===== src/rtl/decode_pkg.sv =====
// Opcode map, ALU codes and the control bundle shared by the decode stage and execute.
package decode_pkg;

    localparam logic [4:0] OP_NOP  = 5'b00000;
    localparam logic [4:0] OP_ADD  = 5'b00001;
    localparam logic [4:0] OP_SUB  = 5'b00010;
    localparam logic [4:0] OP_AND  = 5'b00011;
    localparam logic [4:0] OP_OR   = 5'b00100;
    localparam logic [4:0] OP_XOR  = 5'b00101;
    localparam logic [4:0] OP_NOT  = 5'b00110;
    localparam logic [4:0] OP_INC  = 5'b00111;
    localparam logic [4:0] OP_DEC  = 5'b01000;
    localparam logic [4:0] OP_SHL  = 5'b01001;
    localparam logic [4:0] OP_SHR  = 5'b01010;
    localparam logic [4:0] OP_LDM  = 5'b01011;
    localparam logic [4:0] OP_LDD  = 5'b01100;
    localparam logic [4:0] OP_STD  = 5'b01101;
    localparam logic [4:0] OP_PUSH = 5'b01110;
    localparam logic [4:0] OP_POP  = 5'b01111;
    localparam logic [4:0] OP_CALL = 5'b10000;
    localparam logic [4:0] OP_RET  = 5'b10001;
    localparam logic [4:0] OP_JMP  = 5'b10010;
    localparam logic [4:0] OP_JZ   = 5'b10011;
    localparam logic [4:0] OP_IN   = 5'b10100;
    localparam logic [4:0] OP_OUT  = 5'b10101;
    localparam logic [4:0] OP_MOV  = 5'b11010;

    localparam logic [4:0] ALU_NOP    = 5'd0;
    localparam logic [4:0] ALU_ADD    = 5'd1;
    localparam logic [4:0] ALU_SUB    = 5'd2;
    localparam logic [4:0] ALU_AND    = 5'd3;
    localparam logic [4:0] ALU_OR     = 5'd4;
    localparam logic [4:0] ALU_XOR    = 5'd5;
    localparam logic [4:0] ALU_NOT    = 5'd6;
    localparam logic [4:0] ALU_INC    = 5'd7;
    localparam logic [4:0] ALU_DEC    = 5'd8;
    localparam logic [4:0] ALU_SHL    = 5'd9;
    localparam logic [4:0] ALU_SHR    = 5'd10;
    localparam logic [4:0] ALU_PASS_A = 5'd11;
    localparam logic [4:0] ALU_PASS_B = 5'd12;

    typedef struct packed {
        logic [4:0] alu_ctrl;
        logic       reg_write;
        logic       mem_write;
        logic       mem_read;
        logic       alu_source;
        logic       mem_to_reg;
        logic       if_flush;
        logic       read_port;
        logic       write_port;
        logic       stack_signal;
        logic       dec_sp;
        logic       inc_sp;
        logic       branch;
        logic       ret;
        logic       uses_rs1;
        logic       uses_rs2;
    } ctrl_t;

    localparam int    CTRL_W   = $bits(ctrl_t);
    localparam ctrl_t CTRL_NOP = '0;

    typedef struct packed {
        ctrl_t ctrl;
        logic  illegal;
    } dec_t;

    // Two-address ISA: rs1 is the source, rd is both second source and destination.
    function automatic dec_t decode_op(input logic [4:0] op);
        dec_t d;
        d.ctrl    = CTRL_NOP;
        d.illegal = 1'b0;
        case (op)
            OP_NOP: d.ctrl = CTRL_NOP;
            OP_ADD, OP_SUB, OP_AND, OP_OR, OP_XOR: begin
                d.ctrl.alu_ctrl  = (op == OP_ADD) ? ALU_ADD :
                                   (op == OP_SUB) ? ALU_SUB :
                                   (op == OP_AND) ? ALU_AND :
                                   (op == OP_OR)  ? ALU_OR  : ALU_XOR;
                d.ctrl.reg_write = 1'b1;
                d.ctrl.uses_rs1  = 1'b1;
                d.ctrl.uses_rs2  = 1'b1;
            end
            OP_NOT, OP_INC, OP_DEC: begin
                d.ctrl.alu_ctrl  = (op == OP_NOT) ? ALU_NOT :
                                   (op == OP_INC) ? ALU_INC : ALU_DEC;
                d.ctrl.reg_write = 1'b1;
                d.ctrl.uses_rs1  = 1'b1;
            end
            OP_SHL, OP_SHR: begin
                d.ctrl.alu_ctrl   = (op == OP_SHL) ? ALU_SHL : ALU_SHR;
                d.ctrl.reg_write  = 1'b1;
                d.ctrl.alu_source = 1'b1;
                d.ctrl.uses_rs1   = 1'b1;
            end
            OP_LDM: begin
                d.ctrl.alu_ctrl   = ALU_PASS_B;
                d.ctrl.reg_write  = 1'b1;
                d.ctrl.alu_source = 1'b1;
            end
            OP_LDD: begin
                d.ctrl.alu_ctrl   = ALU_PASS_B;
                d.ctrl.reg_write  = 1'b1;
                d.ctrl.mem_read   = 1'b1;
                d.ctrl.mem_to_reg = 1'b1;
                d.ctrl.alu_source = 1'b1;
            end
            OP_STD: begin
                d.ctrl.alu_ctrl   = ALU_PASS_B;
                d.ctrl.mem_write  = 1'b1;
                d.ctrl.alu_source = 1'b1;
                d.ctrl.uses_rs2   = 1'b1;
            end
            OP_PUSH: begin
                d.ctrl.mem_write    = 1'b1;
                d.ctrl.stack_signal = 1'b1;
                d.ctrl.dec_sp       = 1'b1;
                d.ctrl.uses_rs2     = 1'b1;
            end
            OP_POP: begin
                d.ctrl.reg_write    = 1'b1;
                d.ctrl.mem_read     = 1'b1;
                d.ctrl.mem_to_reg   = 1'b1;
                d.ctrl.stack_signal = 1'b1;
                d.ctrl.inc_sp       = 1'b1;
            end
            OP_CALL: begin
                d.ctrl.mem_write    = 1'b1;
                d.ctrl.stack_signal = 1'b1;
                d.ctrl.dec_sp       = 1'b1;
                d.ctrl.branch       = 1'b1;
                d.ctrl.if_flush     = 1'b1;
                d.ctrl.uses_rs1     = 1'b1;
            end
            OP_RET: begin
                d.ctrl.mem_read     = 1'b1;
                d.ctrl.stack_signal = 1'b1;
                d.ctrl.inc_sp       = 1'b1;
                d.ctrl.ret          = 1'b1;
                d.ctrl.if_flush     = 1'b1;
            end
            OP_JMP: begin
                d.ctrl.branch   = 1'b1;
                d.ctrl.if_flush = 1'b1;
                d.ctrl.uses_rs1 = 1'b1;
            end
            // Conditional: execute resolves the flag, so no flush from decode.
            OP_JZ: begin
                d.ctrl.branch   = 1'b1;
                d.ctrl.uses_rs1 = 1'b1;
            end
            OP_IN: begin
                d.ctrl.reg_write = 1'b1;
                d.ctrl.read_port = 1'b1;
            end
            OP_OUT: begin
                d.ctrl.alu_ctrl   = ALU_PASS_A;
                d.ctrl.write_port = 1'b1;
                d.ctrl.uses_rs1   = 1'b1;
            end
            OP_MOV: begin
                d.ctrl.alu_ctrl  = ALU_PASS_A;
                d.ctrl.reg_write = 1'b1;
                d.ctrl.uses_rs1  = 1'b1;
            end
            default: d.illegal = 1'b1;
        endcase
        return d;
    endfunction

endpackage


===== src/rtl/regfile_bypass.sv =====
// Two-read, one-write register file; a same-cycle write-back is forwarded to the reads.
module regfile_bypass #(
    parameter int DATA_W   = 16,
    parameter int NUM_REGS = 8,
    parameter int RA_W     = $clog2(NUM_REGS)
) (
    input  logic              clk,
    input  logic              reset_n,
    input  logic              wb_en,
    input  logic [RA_W-1:0]   wb_addr,
    input  logic [DATA_W-1:0] wb_data,
    input  logic [RA_W-1:0]   raddr1,
    input  logic [RA_W-1:0]   raddr2,
    output logic [DATA_W-1:0] rdata1,
    output logic [DATA_W-1:0] rdata2
);

    logic [DATA_W-1:0] regs [NUM_REGS];

    always_ff @(posedge clk or negedge reset_n) begin
        if (!reset_n) begin
            for (int i = 0; i < NUM_REGS; i++) begin
                regs[i] <= '0;
            end
        end else if (wb_en) begin
            regs[wb_addr] <= wb_data;
        end
    end

    assign rdata1 = (wb_en && wb_addr == raddr1) ? wb_data : regs[raddr1];
    assign rdata2 = (wb_en && wb_addr == raddr2) ? wb_data : regs[raddr2];

endmodule


===== src/rtl/decode_stage_p.sv =====
// Decode stage: opcode decode, register read with bypass, stack pointer, load-use stall
// and the registered ID/EX buffer.
module decode_stage_p
    import decode_pkg::*;
#(
    parameter int                DATA_W   = 16,
    parameter int                NUM_REGS = 8,
    parameter int                INSTR_W  = 32,
    parameter logic [DATA_W-1:0] SP_RESET = 16'h07FF,
    localparam int               RA_W     = $clog2(NUM_REGS)
) (
    input  logic              clk,
    input  logic              reset_n,
    input  logic [INSTR_W-1:0] instr,
    input  logic              instr_valid,
    input  logic              flush,
    input  logic              wb_en,
    input  logic [RA_W-1:0]   wb_addr,
    input  logic [DATA_W-1:0] wb_data,
    output logic              stall,
    output logic              id_valid,
    output logic [CTRL_W-1:0] ctrl,
    output logic [DATA_W-1:0] read_data1,
    output logic [DATA_W-1:0] read_data2,
    output logic [RA_W-1:0]   rs1_addr,
    output logic [RA_W-1:0]   rd_addr,
    output logic [DATA_W-1:0] imm,
    output logic [DATA_W-1:0] sp_addr,
    output logic              illegal
);

    logic [4:0]        opcode;
    logic [RA_W-1:0]   rs1_f;
    logic [RA_W-1:0]   rd_f;
    logic [DATA_W-1:0] rf_data1;
    logic [DATA_W-1:0] rf_data2;
    logic [DATA_W-1:0] sp_q;
    ctrl_t             ctrl_q;
    dec_t              dec;
    logic              accept;
    logic              unused_bits;

    assign opcode      = instr[INSTR_W-1 -: 5];
    assign rs1_f       = instr[INSTR_W-6 -: RA_W];
    assign rd_f        = instr[INSTR_W-6-RA_W -: RA_W];
    assign unused_bits = ^instr[INSTR_W-6-2*RA_W : DATA_W];
    assign dec         = decode_op(opcode);
    assign ctrl        = ctrl_q;

    regfile_bypass #(
        .DATA_W   (DATA_W),
        .NUM_REGS (NUM_REGS),
        .RA_W     (RA_W)
    ) u_regfile (
        .clk     (clk),
        .reset_n (reset_n),
        .wb_en   (wb_en),
        .wb_addr (wb_addr),
        .wb_data (wb_data),
        .raddr1  (rs1_f),
        .raddr2  (rd_f),
        .rdata1  (rf_data1),
        .rdata2  (rf_data2)
    );

    // A load in ID/EX cannot forward in time to a consumer now in decode.
    assign stall = instr_valid && id_valid && ctrl_q.mem_read && ctrl_q.reg_write &&
                   ((dec.ctrl.uses_rs1 && rs1_f == rd_addr) ||
                    (dec.ctrl.uses_rs2 && rd_f == rd_addr));

    assign accept = instr_valid && !stall && !flush;

    always_ff @(posedge clk or negedge reset_n) begin
        if (!reset_n) begin
            id_valid   <= 1'b0;
            ctrl_q     <= CTRL_NOP;
            illegal    <= 1'b0;
            read_data1 <= '0;
            read_data2 <= '0;
            rs1_addr   <= '0;
            rd_addr    <= '0;
            imm        <= '0;
            sp_addr    <= '0;
            sp_q       <= SP_RESET;
        end else if (accept) begin
            id_valid   <= 1'b1;
            ctrl_q     <= dec.ctrl;
            illegal    <= dec.illegal;
            read_data1 <= rf_data1;
            read_data2 <= rf_data2;
            rs1_addr   <= rs1_f;
            rd_addr    <= rd_f;
            imm        <= instr[DATA_W-1:0];
            // Push is post-decrement, pop is pre-increment; both wrap silently.
            if (dec.ctrl.dec_sp) begin
                sp_addr <= sp_q;
                sp_q    <= sp_q - DATA_W'(1);
            end else if (dec.ctrl.inc_sp) begin
                sp_addr <= sp_q + DATA_W'(1);
                sp_q    <= sp_q + DATA_W'(1);
            end
        end else begin
            id_valid <= 1'b0;
            ctrl_q   <= CTRL_NOP;
            illegal  <= 1'b0;
        end
    end

endmodule


===== config.mk =====
export PLATFORM = sky130hd
export DESIGN_NAME = decode_stage_p
export DESIGN_NICKNAME = d
export VERILOG_FILES = /design/src/rtl/decode_pkg.sv /design/src/rtl/regfile_bypass.sv /design/src/rtl/decode_stage_p.sv
export SDC_FILE = /design/constraint.sdc
export NUM_CORES = 1
export LEC_CHECK = 0
export CAP_MARGIN = 20
export CORE_MARGIN = 10
export CORE_UTILIZATION = 40
export CTS_CLUSTER_SIZE = 28
export DETAILED_ROUTE_END_ITERATION = 16
export GPL_ROUTABILITY_DRIVEN = 0
export SYNTH_ARGS = -nofsm -noshare
export SYNTH_HDL_FRONTEND = slang
export SYNTH_SLANG_ARGS = --single-unit
export TNS_END_PERCENT = 30

===== constraint.sdc =====
create_clock -name clk -period 2.1 [get_ports clk]
set_input_delay 0.315 -clock clk [delete_from_list [all_inputs] [get_ports clk]]
set_output_delay 0.315 -clock clk [all_outputs]
set_load 0.02 [all_outputs]

==> metrics.txt <==
# TYPE chip_impl_metric gauge
chip_impl_metric{name="route.detailed.vias_per_inst",unit=""} 5.36
chip_impl_metric{name="io_buffers",unit=""} 142
chip_impl_metric{name="grt_overflow_total",unit=""} 0
chip_impl_metric{name="cp.arrival",unit="ns"} 1.84
chip_impl_info{name="cts.root.buffer_cell",value="sky130_fd_sc_hd__clkbuf_16"} 1
chip_impl_metric{name="die_footprint",unit="um2"} 38400
chip_impl_metric{name="syn_area_per_cell",unit="um2"} 13.2
chip_impl_metric{name="dr.pass1.iters",unit=""} 4
chip_impl_metric{name="setup_viol",unit=""} 1
chip_impl_metric{name="synthesis.nets",unit=""} 994
chip_impl_metric{name="synth.top_cell.area_share",unit="%"} 45.3
chip_impl_metric{name="grt_pass1_wl",unit="um"} 51200
chip_impl_metric{name="met3_wl_post_dr",unit="um"} 1800
chip_impl_metric{name="grt.total_usage",unit="%"} 16.5
chip_impl_metric{name="max-slew-margin-rel",unit="%"} 61.1
chip_impl_info{name="synth_largest_area_cell",value="sky130_fd_sc_hd__dfrtp_1"} 1
chip_impl_metric{name="first_iter_violations",unit=""} 505
chip_impl_metric{name="setup-tns-final",unit="ns"} -0.0527
chip_impl_info{name="min-delay-path-class",value="input port to async pin"} 1
chip_impl_metric{name="fin_total_pwr",unit="mW"} 14.9
chip_impl_info{name="grt_setup_unrepaired",value="true"} 1
chip_impl_metric{name="total_met2_wirelength_after_detailed_routing",unit="um"} 15300
chip_impl_metric{name="layout.nets",unit=""} 1193
chip_impl_info{name="setup.worst_path.start_class",value="register"} 1
chip_impl_metric{name="antenna_left",unit=""} 0
chip_impl_info{name="worst_r2r_startpoint",value="sp_q[2]"} 1
chip_impl_metric{name="synth.yosys.warnings",unit=""} 0
chip_impl_metric{name="fmax",unit="GHz"} 0.465
chip_impl_info{name="cts_tree",value="yes"} 1
chip_impl_metric{name="worst_slew_pin_slew",unit="ns"} 0.584
chip_impl_metric{name="reg2reg_setup_slack",unit="ns"} 0.06
chip_impl_metric{name="tritoncts_num_sinks",unit=""} 235
chip_impl_metric{name="final_period_minus_worst_setup_slack",unit="ns"} 2.15
chip_impl_info{name="largest_cells_by_area_after_synthesis",value="sky130_fd_sc_hd__dfrtp_1, sky130_fd_sc_hd__mux2_2, sky130_fd_sc_hd__mux4_2"} 1
chip_impl_metric{name="largest_net_degree_at_the_start_of_global_routing",unit=""} 50
chip_impl_metric{name="cts_max_path_buffers",unit=""} 3
chip_impl_metric{name="placement_rows",unit=""} 64
chip_impl_metric{name="chipHeight",unit="um"} 196
chip_impl_metric{name="post-route-drc-count",unit=""} 0
chip_impl_metric{name="r2r.worst_path.cells",unit=""} 5
chip_impl_metric{name="start_util",unit="%"} 40.5
chip_impl_metric{name="drv_cap",unit=""} 0
chip_impl_metric{name="cts.htree.levels",unit=""} 1
chip_impl_metric{name="timing.final.hold_violations",unit=""} 0
chip_impl_info{name="ys_dominant_reg_cell",value="sky130_fd_sc_hd__dfrtp_1"} 1
chip_impl_metric{name="layout_worst_path_cycle_share",unit="%"} 103
chip_impl_metric{name="cellPowerDensity",unit="nW/um2"} 941
chip_impl_metric{name="placeable_core_region",unit="um2"} 30600
chip_impl_metric{name="syn_area",unit="um2"} 12400
chip_impl_info{name="outcome",value="finished, violations left"} 1
chip_impl_metric{name="final_core_util",unit="%"} 51.9
chip_impl_metric{name="fin_ws",unit="ns"} -0.0527
chip_impl_metric{name="io-pin-count",unit=""} 149
chip_impl_info{name="r2r_end",value="sp_addr[14]"} 1
chip_impl_metric{name="layout-drive-gt1-share",unit="%"} 37.5
chip_impl_metric{name="post_synth_num_cell_types",unit=""} 66
chip_impl_info{name="cp-end-kind",value="primary output"} 1
chip_impl_metric{name="wl",unit="um"} 32100
chip_impl_metric{name="cts_made_buffers",unit=""} 27
chip_impl_metric{name="netlist_instances",unit=""} 936
chip_impl_metric{name="initial_antenna_violation_count",unit=""} 3
chip_impl_metric{name="async_flop_share",unit="%"} 100
chip_impl_metric{name="synth_enable_flop_cells",unit=""} 0
chip_impl_metric{name="first_global_vias",unit=""} 8728
chip_impl_info{name="route.top_layer_used",value="met5"} 1
chip_impl_metric{name="clkTransAtPathRegs",unit="ns"} 0.06
chip_impl_metric{name="wire_per_inst",unit="um"} 20.7
chip_impl_metric{name="met1Wirelength",unit="um"} 14500
chip_impl_metric{name="yosys_register_bits",unit=""} 235
chip_impl_metric{name="leakage",unit="nW"} 6.87
chip_impl_metric{name="area.growth.synth_to_final",unit="%"} 28.3
chip_impl_info{name="critical_path_class",value="register to primary output"} 1
chip_impl_metric{name="timing.critical_path.required",unit="ns"} 1.78
chip_impl_metric{name="max-vdd-ir-drop",unit="mV"} 0.603
chip_impl_metric{name="finClkSkew",unit="ns"} 0.0129
chip_impl_metric{name="vias",unit=""} 8311
chip_impl_metric{name="detailed_placer_s_ending_hpwl",unit="um"} 21700
chip_impl_metric{name="synth.yosys.seq_area_share",unit="%"} 47.6
chip_impl_metric{name="die_width",unit="um"} 196
chip_impl_metric{name="timing.hold.ws",unit="ns"} 0.288
chip_impl_metric{name="clock_insertion_delay_worst_skew",unit="ns"} 0.54
chip_impl_metric{name="drv_slew",unit=""} 0
chip_impl_metric{name="critical_path_peak_fanout",unit=""} 2
chip_impl_info{name="violations",value="setup timing"} 1
[final cells by class]
class / instances / area [um2]
clock buffer: 36 / 759
tap: 396 / 495
inverter: 39 / 149
sequential: 235 / 5890
antenna: 1 / 2.50
fill: 2628 / 14700
multi-input combinational: 575 / 5930
timing repair buffer: 257 / 2540
clock inverter: 13 / 96.3
[kinds of logic after synthesis]
family          Yosys count  synth area share, %
compound gates           80                 4.28
xor+xnor                 43                 3.04
fa+ha+maj                 2                0.202
buf+inv                 126                 4.62
flops                   235                 47.6
mux                     295                 32.7
other cells               1               0.0303
simple gates            154                 7.54
[cell usage after synthesis, types with 4 or more instances]
| cell type | instances |
|---|---|
| sky130_fd_sc_hd__dfrtp_1 | 224 |
| sky130_fd_sc_hd__mux2_2 | 142 |
| sky130_fd_sc_hd__mux2i_1 | 67 |
| sky130_fd_sc_hd__mux4_2 | 64 |
| sky130_fd_sc_hd__nand2_1 | 51 |
| sky130_fd_sc_hd__inv_1 | 37 |
| sky130_fd_sc_hd__o21ai_0 | 35 |
| sky130_fd_sc_hd__buf_2 | 28 |
| sky130_fd_sc_hd__clkbuf_1 | 28 |
| sky130_fd_sc_hd__xnor2_1 | 26 |
| sky130_fd_sc_hd__mux2_4 | 22 |
| sky130_fd_sc_hd__buf_1 | 19 |
| sky130_fd_sc_hd__nor2_1 | 17 |
| sky130_fd_sc_hd__xor2_1 | 17 |
| sky130_fd_sc_hd__o211ai_1 | 14 |
| sky130_fd_sc_hd__nor3_1 | 13 |
| sky130_fd_sc_hd__nor4_1 | 13 |
| sky130_fd_sc_hd__dfstp_2 | 11 |
| sky130_fd_sc_hd__a21oi_1 | 7 |
| sky130_fd_sc_hd__buf_4 | 7 |
| sky130_fd_sc_hd__nand3_1 | 7 |
| sky130_fd_sc_hd__nand2b_1 | 6 |
| sky130_fd_sc_hd__nand4_1 | 6 |
| sky130_fd_sc_hd__buf_6 | 5 |
| sky130_fd_sc_hd__a31oi_1 | 4 |
| sky130_fd_sc_hd__nor2b_1 | 4 |
[metrics by stage]
stage	area (um2)	std cells	worst slack (ns)
final	15900	1552	-0.0527
after global routing	15900	1551	-0.143
after CTS	15800	1546	-0.0973
after detailed placement	14900	1495	-0.475
after global placement	14900	1495	-0.454
after floorplan	12400	936	0.0265
[where the power goes]
part           switching [mW]  internal (mW)
Clock                    1.88           2.65
Combinational            1.92           2.35
Sequential              0.636           5.50
Total                    4.43           10.5
[layout by cell type (no fill, tap or decap), types with 13 or more instances in the layout]
master	netlist	routed
sky130_fd_sc_hd__nor4_1	13	13
sky130_fd_sc_hd__o21ai_0	35	35
sky130_fd_sc_hd__mux2_2	142	142
sky130_fd_sc_hd__mux4_2	64	64
sky130_fd_sc_hd__mux2i_1	67	66
sky130_fd_sc_hd__mux2_4	22	22
sky130_fd_sc_hd__buf_12	0	19
sky130_fd_sc_hd__inv_1	37	37
sky130_fd_sc_hd__buf_4	7	91
sky130_fd_sc_hd__nand2_1	51	50
sky130_fd_sc_hd__dfrtp_1	224	224
sky130_fd_sc_hd__clkdlybuf4s50_1	0	135
sky130_fd_sc_hd__o211ai_1	14	14
sky130_fd_sc_hd__xor2_1	17	16
sky130_fd_sc_hd__xnor2_1	26	26
sky130_fd_sc_hd__nor2_1	17	17
sky130_fd_sc_hd__clkbuf_16	0	28
[flip-flops by register name, indices dropped and copies added, names as in the netlist]
register        cells
sp_addr            16
illegal             1
id_valid            1
read_data2         16
rd_addr             3
read_data1         16
rs1_addr            3
ctrl               19
u_regfile.regs    128
sp_q               16
imm                16
[per-layer routing]
layer | GRT usage, % | vias up
li1 | - | 3824
met1 | 22.6 | 4255
met2 | 26.5 | 192
met3 | 3.31 | 38
met4 | 3.11 | 2
met5 | 0 | -
[worst max-delay path by stage]
stage	start	to	slack, ns	cells past startpoint
6_report	id_valid	stall	-0.05	6
2_1_floorplan	sp_q[5]	sp_addr[14]	0.03	6
4_1_cts	rd_addr[1]	stall	-0.1	6
3_5_place_dp	instr_valid	stall	-0.47	7
5_1_grt	ctrl[12]	stall	-0.14	6
3_3_place_gp	instr_valid	stall	-0.45	7
[timing repair]
item | 4_1_cts | 5_1_grt
setup buffers | 1 | 4
gates resized for setup | 11 | 5
hold buffers | 1 | 0
endpoints found under the hold margin | 37 | 0
pin swaps | 4 | 1
setup endpoints to repair | 1 | 49
cloned | 0 | 1
[critical path: stages, from the launching register on]
cell                      delay [ns]
sky130_fd_sc_hd__dfrtp_1        0.38
sky130_fd_sc_hd__nand4_1        0.12
sky130_fd_sc_hd__buf_6          0.16
sky130_fd_sc_hd__nor4_4         0.31
sky130_fd_sc_hd__nand4_4        0.12
sky130_fd_sc_hd__nand2_2        0.10
sky130_fd_sc_hd__buf_6          0.12
(Power assumes the default switching activity.)
